<file path="config.mk">
export PLATFORM = sky130hd
export DESIGN_NAME = vending_coin_feeder
export DESIGN_NICKNAME = d
export VERILOG_FILES = /design/src/rtl/vending_pkg.sv /design/src/rtl/vending_coin_feeder.sv
export SDC_FILE = /design/constraint.sdc
export NUM_CORES = 1
export LEC_CHECK = 0
export BUFFER_PORTS_ARGS = -buffer_cell sky130_fd_sc_hd__clkbuf_2
export CAP_MARGIN = 5
export CORE_MARGIN = 2
export CORE_UTILIZATION = 34
export CTS_CLUSTER_DIAMETER = 150
export DETAILED_ROUTE_END_ITERATION = 12
export PLACE_DENSITY = 0.61
export SETUP_SLACK_MARGIN = 0.5
export SLEW_MARGIN = 0
export SYNTH_ARGS = -nofsm -noshare
export SYNTH_HDL_FRONTEND = slang
export SYNTH_SLANG_ARGS = --single-unit
</file>
<file path="constraint.sdc">
create_clock -name clk -period 4.7 [get_ports clk]
set_input_delay 0.705 -clock clk [delete_from_list [all_inputs] [get_ports clk]]
set_output_delay 0.705 -clock clk [all_outputs]
set_load 0.02 [all_outputs]
</file>
<file path="src/rtl/vending_pkg.sv">
// Shared definitions between the vending controller and its coin feeder:
// coin line encodings, item price, coin values and the feeder state encoding.
package vending_pkg;

  localparam int PRICE = 3;

  localparam logic [1:0] COIN_BIG   = 2'b10;
  localparam logic [1:0] COIN_SMALL = 2'b01;
  localparam logic [1:0] COIN_NONE  = 2'b00;

  localparam logic [2:0] VAL_BIG   = 3'd2;
  localparam logic [2:0] VAL_SMALL = 3'd1;

  typedef enum logic [2:0] {
    ST_IDLE  = 3'd0,
    ST_CHECK = 3'd1,
    ST_FEED  = 3'd2,
    ST_VEND  = 3'd3,
    ST_FIN   = 3'd4
  } feeder_state_e;

  function automatic logic [2:0] coin_value(input logic [1:0] coin);
    logic [2:0] val;
    case (coin)
      COIN_BIG:   val = VAL_BIG;
      COIN_SMALL: val = VAL_SMALL;
      default:    val = 3'd0;
    endcase
    return val;
  endfunction

endpackage

</file>
<file path="src/rtl/vending_coin_feeder.sv">
// Bus-functional payment driver for the vending controller: feeds coins from a
// loaded wallet one per cycle, checks each vend/change response, banks change.
module vending_coin_feeder #(
  parameter int PRICE = vending_pkg::PRICE,
  parameter int CW    = 4
) (
  input  logic          clk,
  input  logic          rst,
  input  logic          start,
  input  logic [CW-1:0] n_items,
  input  logic [CW-1:0] big_in,
  input  logic [CW-1:0] small_in,
  input  logic          x,
  input  logic          y,
  output logic          i,
  output logic          j,
  output logic          busy,
  output logic          done,
  output logic [CW-1:0] items,
  output logic [CW-1:0] changes,
  output logic          short,
  output logic          err
);
  import vending_pkg::*;

  localparam logic [2:0]    PRICE3 = 3'(PRICE);
  localparam logic [CW+1:0] PRICEW = (CW+2)'(PRICE);

  feeder_state_e state_q, state_d;
  logic [1:0]    coin_q, coin_d;
  logic [2:0]    credit_q, credit_d;
  logic [CW-1:0] big_q, big_d, small_q, small_d, nreq_q, nreq_d;
  logic [CW-1:0] items_q, items_d, changes_q, changes_d;
  logic          short_q, short_d, err_q, err_d, busy_q, done_q;

  logic [2:0]    credit_base_s;
  logic [1:0]    sel_s;
  logic [CW+1:0] wallet_val_s;

  // Prefer the coin that closes the gap without overpaying; fall back to the other.
  function automatic logic [1:0] pick_coin(input logic [2:0] need,
                                           input logic [CW-1:0] nb,
                                           input logic [CW-1:0] ns);
    logic [1:0] c;
    if (need >= 3'd2) begin
      if (nb != '0)      c = COIN_BIG;
      else if (ns != '0) c = COIN_SMALL;
      else               c = COIN_NONE;
    end else begin
      if (ns != '0)      c = COIN_SMALL;
      else if (nb != '0) c = COIN_BIG;
      else               c = COIN_NONE;
    end
    return c;
  endfunction

  assign wallet_val_s = {1'b0, big_q, 1'b0} + {2'b00, small_q};

  always_comb begin
    state_d       = state_q;
    coin_d        = COIN_NONE;
    credit_d      = credit_q;
    big_d         = big_q;
    small_d       = small_q;
    nreq_d        = nreq_q;
    items_d       = items_q;
    changes_d     = changes_q;
    short_d       = short_q;
    err_d         = err_q;
    // The coin registered at this edge is shown next cycle, so pick it one cycle ahead.
    if (state_q == ST_CHECK) credit_base_s = 3'd0;
    else                     credit_base_s = credit_q;
    sel_s = pick_coin(PRICE3 - credit_base_s, big_q, small_q);

    case (state_q)
      ST_IDLE: begin
        if (start) begin
          big_d     = big_in;
          small_d   = small_in;
          nreq_d    = n_items;
          items_d   = '0;
          changes_d = '0;
          short_d   = 1'b0;
          err_d     = 1'b0;
          state_d   = ST_CHECK;
        end else begin
          state_d = ST_IDLE;
        end
      end
      ST_CHECK, ST_FEED: begin
        if (state_q == ST_CHECK && items_q == nreq_q) begin
          state_d = ST_FIN;
        end else if (state_q == ST_CHECK && wallet_val_s < PRICEW) begin
          short_d = 1'b1;
          state_d = ST_FIN;
        end else if (state_q == ST_FEED && credit_q >= PRICE3) begin
          state_d = ST_VEND;
        end else begin
          coin_d   = sel_s;
          credit_d = credit_base_s + coin_value(sel_s);
          if (sel_s == COIN_BIG && big_q != '0)          big_d   = big_q - CW'(1);
          else if (sel_s == COIN_SMALL && small_q != '0) small_d = small_q - CW'(1);
          else                                           big_d   = big_q;
          state_d = ST_FEED;
        end
      end
      ST_VEND: begin
        if (x && (y == (credit_q == PRICE3 + 3'd1))) begin
          items_d = items_q + CW'(1);
          if (y) begin
            changes_d = changes_q + CW'(1);
            if (small_q == '1) small_d = small_q;
            else               small_d = small_q + CW'(1);
          end else begin
            changes_d = changes_q;
          end
          state_d = ST_CHECK;
        end else begin
          err_d   = 1'b1;
          state_d = ST_FIN;
        end
      end
      ST_FIN:  state_d = ST_IDLE;
      default: state_d = ST_IDLE;
    endcase
  end

  always_ff @(posedge clk) begin
    if (rst) begin
      state_q   <= ST_IDLE;
      coin_q    <= COIN_NONE;
      credit_q  <= 3'd0;
      big_q     <= '0;
      small_q   <= '0;
      nreq_q    <= '0;
      items_q   <= '0;
      changes_q <= '0;
      short_q   <= 1'b0;
      err_q     <= 1'b0;
      busy_q    <= 1'b0;
      done_q    <= 1'b0;
    end else begin
      state_q   <= state_d;
      coin_q    <= coin_d;
      credit_q  <= credit_d;
      big_q     <= big_d;
      small_q   <= small_d;
      nreq_q    <= nreq_d;
      items_q   <= items_d;
      changes_q <= changes_d;
      short_q   <= short_d;
      err_q     <= err_d;
      busy_q    <= (state_d != ST_IDLE);
      done_q    <= (state_d == ST_FIN);
    end
  end

  assign i       = coin_q[1];
  assign j       = coin_q[0];
  assign busy    = busy_q;
  assign done    = done_q;
  assign items   = items_q;
  assign changes = changes_q;
  assign short   = short_q;
  assign err     = err_q;

endmodule

</file>
# Word-level counts from Yosys, hierarchy flattened
# Index checks and enable logic that the tools add are counted.
[classes]
add_sub_neg = 8
magnitude_cmp = 3
n_eq_ne = 22
muxes = 45
bitwise_logic = 4
reduce_logical = 23
[op_table]
columns = ["cell", "count"]
rows = [
  ["$mux W4", 18],
  ["$mux W3", 8],
  ["$ne A2 B2 Y1 const B", 12],
  ["$pmux W4 S2", 3],
  ["$add A4 B1 Y4 const B", 3],
  ["$pmux W4 S3", 1],
  ["$reduce_and A4 Y1", 3],
  ["$reduce_and A10 Y1", 1],
  ["$pmux W3 S3", 1],
  ["$mux W2", 4],
  ["$reduce_bool A4 Y1", 2],
  ["$sub A4 B1 Y4 const B", 2],
  ["$mux W1", 7],
  ["$add A5 B4 Y6", 1],
  ["$eq A3 B2 Y1 const B", 2],
  ["$eq A3 B3 Y1 const B", 2],
  ["$ge A3 B2 Y1 const B", 2],
  ["$logic_and A1 B1 Y1", 6],
  ["$lt A6 B2 Y1 const B", 1],
  ["$reduce_and A3 Y1", 2],
  ["$reduce_and A6 Y1", 1],
  ["$reduce_bool A3 Y1", 2],
  ["$reduce_or A5 Y1", 1],
  ["$eq A4 B4 Y1", 1],
  ["14 further kinds", 19],
]
[word_totals]
ff_bits = 32
inputBits = 17
output_inout_bits = 14
wordCells = 117

# Logic depth before layout (Yosys ltp)
# Gate-level depths: netlist of the first run.
[depth]
word_depth = 13
mapped_depth = 11
mapped_depth_nobuf = 10

# Worst setup path after synthesis of the first run
# No wires, ideal clock.
[synth_timing]
path_type = "register to register"
startpoint = "reg small_q[1]"
endpoint = "reg credit_q[0]"
setup_ps = 128
arrival_time_ps = 2316
t_required_ps = 4572
path_slack_ps = 2256
path_stages_with_launch = 10
n_path_buf = 0
period_less_slack_ps = 2444
cell_sequence = "dfxtp_1 ha_1 inv_1 fa_1 a211o_1 a2111oi_4 o21bai_4 nand3_1 mux2i_1 nor2_1"
[synth_between]
elab_chain_len = 11
word_cells_on_any_way = 18
cone_classes = "add/sub: 2; order compare: 1; eq/ne: 2; mux: 9; bitwise: 1; reduce/logical: 3"
[synth_lines]
columns = ["item", "line", "text"]
rows = [
  ["start, declared", "vending_coin_feeder.sv:32", "logic [CW-1:0] big_q, big_d, small_q, small_d, nreq_q, nreq_d;"],
  ["start signal, assigned", "vending_coin_feeder.sv:147", "small_q <= small_d;"],
  ["$reduce_bool A4 Y1", "vending_coin_feeder.sv:47, vending_coin_feeder.sv:50", ""],
  ["$mux W1", "vending_coin_feeder.sv:47", "else if (ns != '0) c = COIN_SMALL;"],
  ["$mux W2", "vending_coin_feeder.sv:46", "if (nb != '0) c = COIN_BIG;"],
  ["$mux W2", "vending_coin_feeder.sv:45", "if (need >= 3'd2) begin"],
  ["$eq A2 B1 Y1 or $eq A2 B2 Y1 (tied branches)", "vending_pkg.sv:24", "case (coin)"],
  ["$pmux W2 S2", "vending_pkg.sv:24", ""],
  ["$mux W3", "vending_coin_feeder.sv:96", "end else if (state_q == ST_FEED && credit_q >= PRICE3) begin"],
  ["$mux W3", "vending_coin_feeder.sv:93", "end else if (state_q == ST_CHECK && wallet_val_s < PRICEW) begin"],
  ["$mux W3", "vending_coin_feeder.sv:91", "if (state_q == ST_CHECK && items_q == nreq_q) begin"],
  ["$mux W3", "vending_coin_feeder.sv:75", "case (state_q)"],
  ["$add A3 B3 Y3", "vending_coin_feeder.sv:100", "credit_d = credit_base_s + coin_value(sel_s);"],
  ["end signal, assigned", "vending_coin_feeder.sv:145", "credit_q <= credit_d;"],
  ["end, declared", "vending_coin_feeder.sv:31", "logic [2:0] credit_q, credit_d;"],
]
# Several ways; a longest one is shown, not always the timed one. The select of a mux whose other input is x is not followed.
# A chain may end at the register's enable or synchronous reset.

# Final worst setup path of the first run
# Same ends and word-level chain as after synthesis.

==> results of run 1 <==
-- critical path: cells and delay by family, from the launching register on --
kind                       cells  cell delay [ns]
AOI/OAI and AO/OA              3             0.91
buffers and inverters          1             0.05
adders and majority gates      2             0.62
and+or+nand+nor                2             0.29
muxes                          1             0.21
DFF                            1             0.47
-- synthesized netlist by cell type (2+ instances only) --
cell | instances | share of area, %
nand2_1 | 22 | 4.4
nand3b_1 | 2 | 0.81
ha_1 | 9 | 6.0
a31oi_1 | 2 | 0.67
nor4_1 | 3 | 1.0
and2_2 | 2 | 0.81
fa_1 | 3 | 3.2
nand3_1 | 5 | 1.3
o211ai_1 | 2 | 0.81
nor3_1 | 6 | 1.6
nor2_1 | 19 | 3.8
o21ai_0 | 4 | 1.1
a211o_1 | 2 | 0.94
nand4_1 | 4 | 1.3
mux2i_1 | 4 | 2.1
nand2b_1 | 4 | 1.3
a211oi_1 | 5 | 2.0
buf_4 | 2 | 0.81
a21oi_1 | 12 | 3.2
a21o_1 | 2 | 0.81
and3_1 | 2 | 0.67
clkbuf_1 | 3 | 0.60
inv_1 | 8 | 1.6
dfxtp_1 | 32 | 34
xor2_1 | 8 | 3.8
xnor2_1 | 5 | 2.4
nor3b_1 | 3 | 1.2
-- power by group through the flow --
stage	Sequential, mW	Clock (mW)	Combinational (mW)
global route	0.408	0.238	0.632
floorplan	0.392	0	0.464
CTS	0.397	0.224	0.569
finish	0.397	0.217	0.562
detailed placement	0.402	0	0.565
global placement	0.402	0	0.562
-- cell families (layout without fill, tap and decap cells) --
group	Yosys count	after routing	synth area share, %
compound gates	44	44	19.54
xor+xnor	13	13	6.112
fa+ha+maj	13	13	10.01
buf+inv	15	46	3.828
flops	32	32	34.39
mux	4	4	2.149
simple gates	83	83	23.98
-- sequential cells by signal, indices dropped and copies added (netlist names) --
signal,flops
big_q,4
err,1
items,4
small_q,4
busy,1
credit_q,3
coin_q,2
short,1
done,1
state_q,3
nreq_q,4
changes,4
-- area by class of cell --
type                            count  area share [%]
Clock buffer                        8           4.191
Multi-Input combinational cell    157           53.55
Inverter                            8           1.397
Timing Repair Buffer               30           6.985
Sequential cell                    32           29.80
Tap cell                           70           4.075
-- worst max-delay path by stage --
stage	startpoint	to	cells past startpoint
finish	small_q[1]	credit_q[0]	9
global route	small_q[1]	credit_q[1]	9
CTS	small_q[1]	credit_q[1]	9
detailed placement	small_q[1]	credit_q[1]	9
global placement	small_q[1]	credit_q[0]	9
floorplan	small_q[1]	credit_q[0]	9
-- through the flow --
stage | utilization [%] | hold slack (ns)
2_1_floorplan | - | 0.4478
3_5_place_dp | 39.57 | 0.4497
5_1_grt | 41.30 | 0.4834
6_report | 41.30 | 0.4545
3_3_place_gp | 39.57 | 0.4492
4_1_cts | 41.30 | 0.4588
-- layer usage --
metal	up-vias	GRT usage, %
li1	791	-
met1	713	19.58
met2	36	21.98
met3	5	3.793
met4	0	4.211
met5	-	0
==> flow_summary.ini, run 1 <==
[critical_path]
r2r_start = small_q[1]
crit_type = flop to flop
timing.rr.end = credit_q[0]
required_ns = 4.85
crit_chain = ha_1 > inv_1 > fa_1 > a211o_1 > a2111oi_4 > o21bai_4 > nand3_1 > mux2i_1 > nor2_1
critPathMaxFanout = 7
crit_path_end_kind = flop
slowest_delay_ns = 0.47
critPathLaunchType = flop
worstRegToRegCells = 9
rrSetupSlack_ns = 2.01
crit_slowest_cell = dfxtp_1
worstPathArrival_ns = 2.84

[yosys]
seq_area_frac_synth_pct = 34.39
ys_ff_latch = 32
syn_nets = 233
syn_area_sq_um = 1863
yosysUniqueCellTypes = 56
yosys_warnings = 0
syn_inst = 204
avgSynthCellArea_sq_um = 9.133
async_reset_ff_share_pct = 0
synth_flop_cell = dfxtp_1
synth_edf_count = 0

[pwr]
p_sw_share_pct = 41.25
p_clk_share_pct = 18.5
peakVddDrop_mv = 0.1976
power.total_mw = 1.177
power_density_nw_per_um2 = 547.4
p_seq_share_pct = 33.8
internal-power_mw = 0.6912
p_switching_mw = 0.4854
p_comb_share_pct = 47.8
leakage_nw = 0.9008

[global_routing]
grt_max_degree = 27
track_usage_pct = 14.25
antenna_found_initial = 0
overflow = 0
grt_pass1_wl_um = 6913
grt_pass1_vias = 1431

[clocking]
clock_latency_ns = 0.29
cts_resized = 0
root_buffer = clkbuf_8
cts_hold_buf = 0
clkTransAtPathRegs_ns = 0.06
post-cts-setup-buffers = 0
cts_buffers = 5
clock_sinks = 32
cts_tree = built
h-tree-depth = 2
ctsLongestPathBuffers = 2

[sta]
setup_slack_ns = 2.011
max_slew_margin_pct = 43.53
setup_tns_ns = 0
hold_viol_final = 0
rsz0062_at_grt = no
min_period_ns = 2.689
clock_skew_ns = 0.003528
drv_slew = 0
tightest_slew_ns = 0.8393
finalCritPeriodShare_pct = 57.21
finalSetupViolCount = 0
max_freq_ghz = 0.3719

[placement]
port_buffers = 30
place_inst = 297
dpl-instance-area_sq_um = 2059
post-dp-hpwl_um = 3041
gp_congestion = 0.7720
post-place-ws_ns = 2.010

[layout]
drive_gt1_share_pct = 22.13
nets = 263
layout_common_cells = dfxtp_1, clkbuf_2, nand2_1
syn_to_final_growth_pct = 15.38
fin_cells = 305
register_area_sq_um = 640.6
antenna_cells = 0
multi_input_area_sq_um = 1151
n_fill_cell = 537
final_area_sq_um = 2150
mostFrequentLayoutCell = dfxtp_1

[drt]
drc = 0
avgViaCountPerCell = 5.066
firstDrtPassIters = 4
dr_wl_met3_um = 215
drtIter0Drc = 61
topRoutingLayerUsed = met4
antenna_left = 0
vias = 1545
wl_um = 4055
wl_per_cell_um = 13.30
wl_met2_um = 1867
wl_met1_um = 1928

[floorplanning]
fp.coreArea_sq_um = 5205
pin_count = 31
die-area_sq_um = 6088
start_util_pct = 35.79
rows = 26
die_y_um = 78.03
die_w_um = 78.03

[min_path]
hold_start = err
hold_path_depth = 2
hold_class = flop to flop
holdPathEnd = err

[status]
outcome = completed

[run]
drv_cap = 0
No activity file was read; power rests on OpenSTA's default activity.
==> inputs of run 2 (changes only) <==
Settings changed: PLACE_DENSITY 0.61 to 0.63.
Clock period 4.7 ns to 2.35 ns, I/O delays scaled along.
==> run 2 against run 1 <==
Wire length is 17% higher; largest power group unchanged; worst hold slack worse by 0.18 ns; die area stayed put; maximum frequency is 18% higher; sequential cell count stayed put.
==> flow_summary.ini, run 2 (synthesis gave the netlist of run 1 again) <==
[critical_path]
critPathMaxFanout = 7
crit_path_end_kind = flop
worstPathArrival_ns = 2.47
crit_slowest_cell = a2111oi_4
crit_type = flop to flop
critPathLaunchType = flop
crit_chain = ha_4 > inv_2 > fa_2 > a211o_1 > a2111oi_4 > o21bai_4 > nand3_4 > a21oi_1 > o32ai_1
required_ns = 2.54
slowest_delay_ns = 0.38
crit_buf_inv = 1
crit_family = compound AO/OA/AOI/OAI gates
rrSetupSlack_ns = 0.07

[floorplanning]
die_y_um = 78.03
die_w_um = 78.03
die-area_sq_um = 6088
start_util_pct = 35.79
fp.coreArea_sq_um = 5205
pin_count = 31
rows = 26

[layout]
final_area_sq_um = 2515
n_fill_cell = 513
antenna_cells = 0
nets = 290
fin_cells = 332
layout_common_cells = clkbuf_2, dfxtp_1, buf_4
syn_to_final_growth_pct = 34.99
drive_gt1_share_pct = 41.98
mostFrequentLayoutCell = clkbuf_2

[run]
drv_cap = 0

[clocking]
ctsLongestPathBuffers = 2
h-tree-depth = 2
clock_latency_ns = 0.29
cts_tree = built
clock_sinks = 32
cts_hold_buf = 0
cts_buffers = 5
clkTransAtPathRegs_ns = 0.07
root_buffer = clkbuf_8

[pwr]
power_density_nw_per_um2 = 1186
internal-power_mw = 1.810
p_switching_mw = 1.173
p_clk_share_pct = 17.5
p_sw_share_pct = 39.33
p_comb_share_pct = 56.4
peakVddDrop_mv = 0.4701
leakage_nw = 1.065
p_seq_share_pct = 26.1

[global_routing]
grt_pass1_wl_um = 7817
overflow = 0
antenna_found_initial = 0
track_usage_pct = 16.47
grt_max_degree = 20
grt_pass1_vias = 1650

[placement]
dpl-instance-area_sq_um = 2200
place_inst = 311
gp_congestion = 0.7829
post-dp-hpwl_um = 3385
port_buffers = 30

[sta]
rsz0062_at_grt = yes
clock_skew_ns = 0.01141
max_slew_margin_pct = 68.06
finalCritPeriodShare_pct = 97.11
min_period_ns = 2.282
hold_viol_final = 0
finalSetupViolCount = 0
tightest_slew_ns = 0.4791
drv_slew = 0
fin_hold_ws_ns = 0.2744
max_freq_ghz = 0.4382

[drt]
wl_um = 4737
vias = 1690
antenna_left = 0
drtIter0Drc = 75
drc = 0
avgViaCountPerCell = 5.090
firstDrtPassIters = 4
wl_per_cell_um = 14.27

[min_path]
hold_class = primary input to flop

[status]
outcome = completed
## run 2: cell count changes in the layout (fill, tap and decap cells not counted), sizes merged
cell | previous run | this run
bufinv | 0 | 1
buf | 0 | 27
clkinv | 0 | 1
clkbuf | 38 | 36
## run 2: cell type report
cell class                      instances  area, sq um  share of cell area, %
Multi-Input combinational cell        157         1286                  51.14
Sequential cell                        32        650.6                  25.87
Tap cell                               70        87.58                  3.483
Clock inverter                          2        35.03                  1.393
Inverter                                8        30.03                  1.194
Timing Repair Buffer                   57        352.8                  14.03
Clock buffer                            6        72.57                  2.886
## run 2: worst paths after layout
| kind | from | endpoint | cells after the start |
|---|---|---|---|
| min | n_items[0] | nreq_q[0] | 3 |
| min reg2reg | err | err | 2 |
| max reg2reg | big_q[0] | big_q[0] | 9 |
| max | big_q[0] | big_q[0] | 9 |
## run 2: what timing repair did
action                                  4_1_cts  5_1_grt
gates resized for setup                      14       10
endpoints found under the setup margin       21       23
buffers inserted                              7        6
pin swaps                                     7        7
## run 2: routing by layer
layer	share of wire, %	GRT usage, %
met5	0	0
met4	1.8	8.070
met3	4.9	4.253
met2	47	25.09
met1	46	21.67
## run 2: power groups by stage
| stage | Sequential, mW | Combinational [mW] | Clock [mW] |
|---|---|---|---|
| after floorplan | 0.800 | 0.954 | 0 |
| after global placement | 0.781 | 1.34 | 0 |
| after detailed placement | 0.784 | 1.36 | 0 |
| after CTS | 0.773 | 1.54 | 0.533 |
| after global routing | 0.792 | 1.83 | 0.563 |
| final | 0.778 | 1.68 | 0.523 |
## run 2: through the flow
step	worst slack [ns]	power, mW	TNS (ns)	util [%]
4_1_cts	0.08479	2.845	0	46.39
5_1_grt	-0.02223	3.188	-0.03749	48.32
6_report	0.06803	2.983	0	48.32
2_1_floorplan	0.1381	1.754	0	-
3_3_place_gp	0.1114	2.117	0	42.26
3_5_place_dp	0.03908	2.142	0	42.26
## run 2: worst reg2reg max path, cell delays in order, from the launching register on
cell and delay [ns]:
dfxtp_4 0.37, ha_4 0.14, inv_2 0.03, fa_2 0.35
a211o_1 0.32, a2111oi_4 0.38, o21bai_4 0.15, nand3_4 0.16
a21oi_1 0.06, o32ai_1 0.23
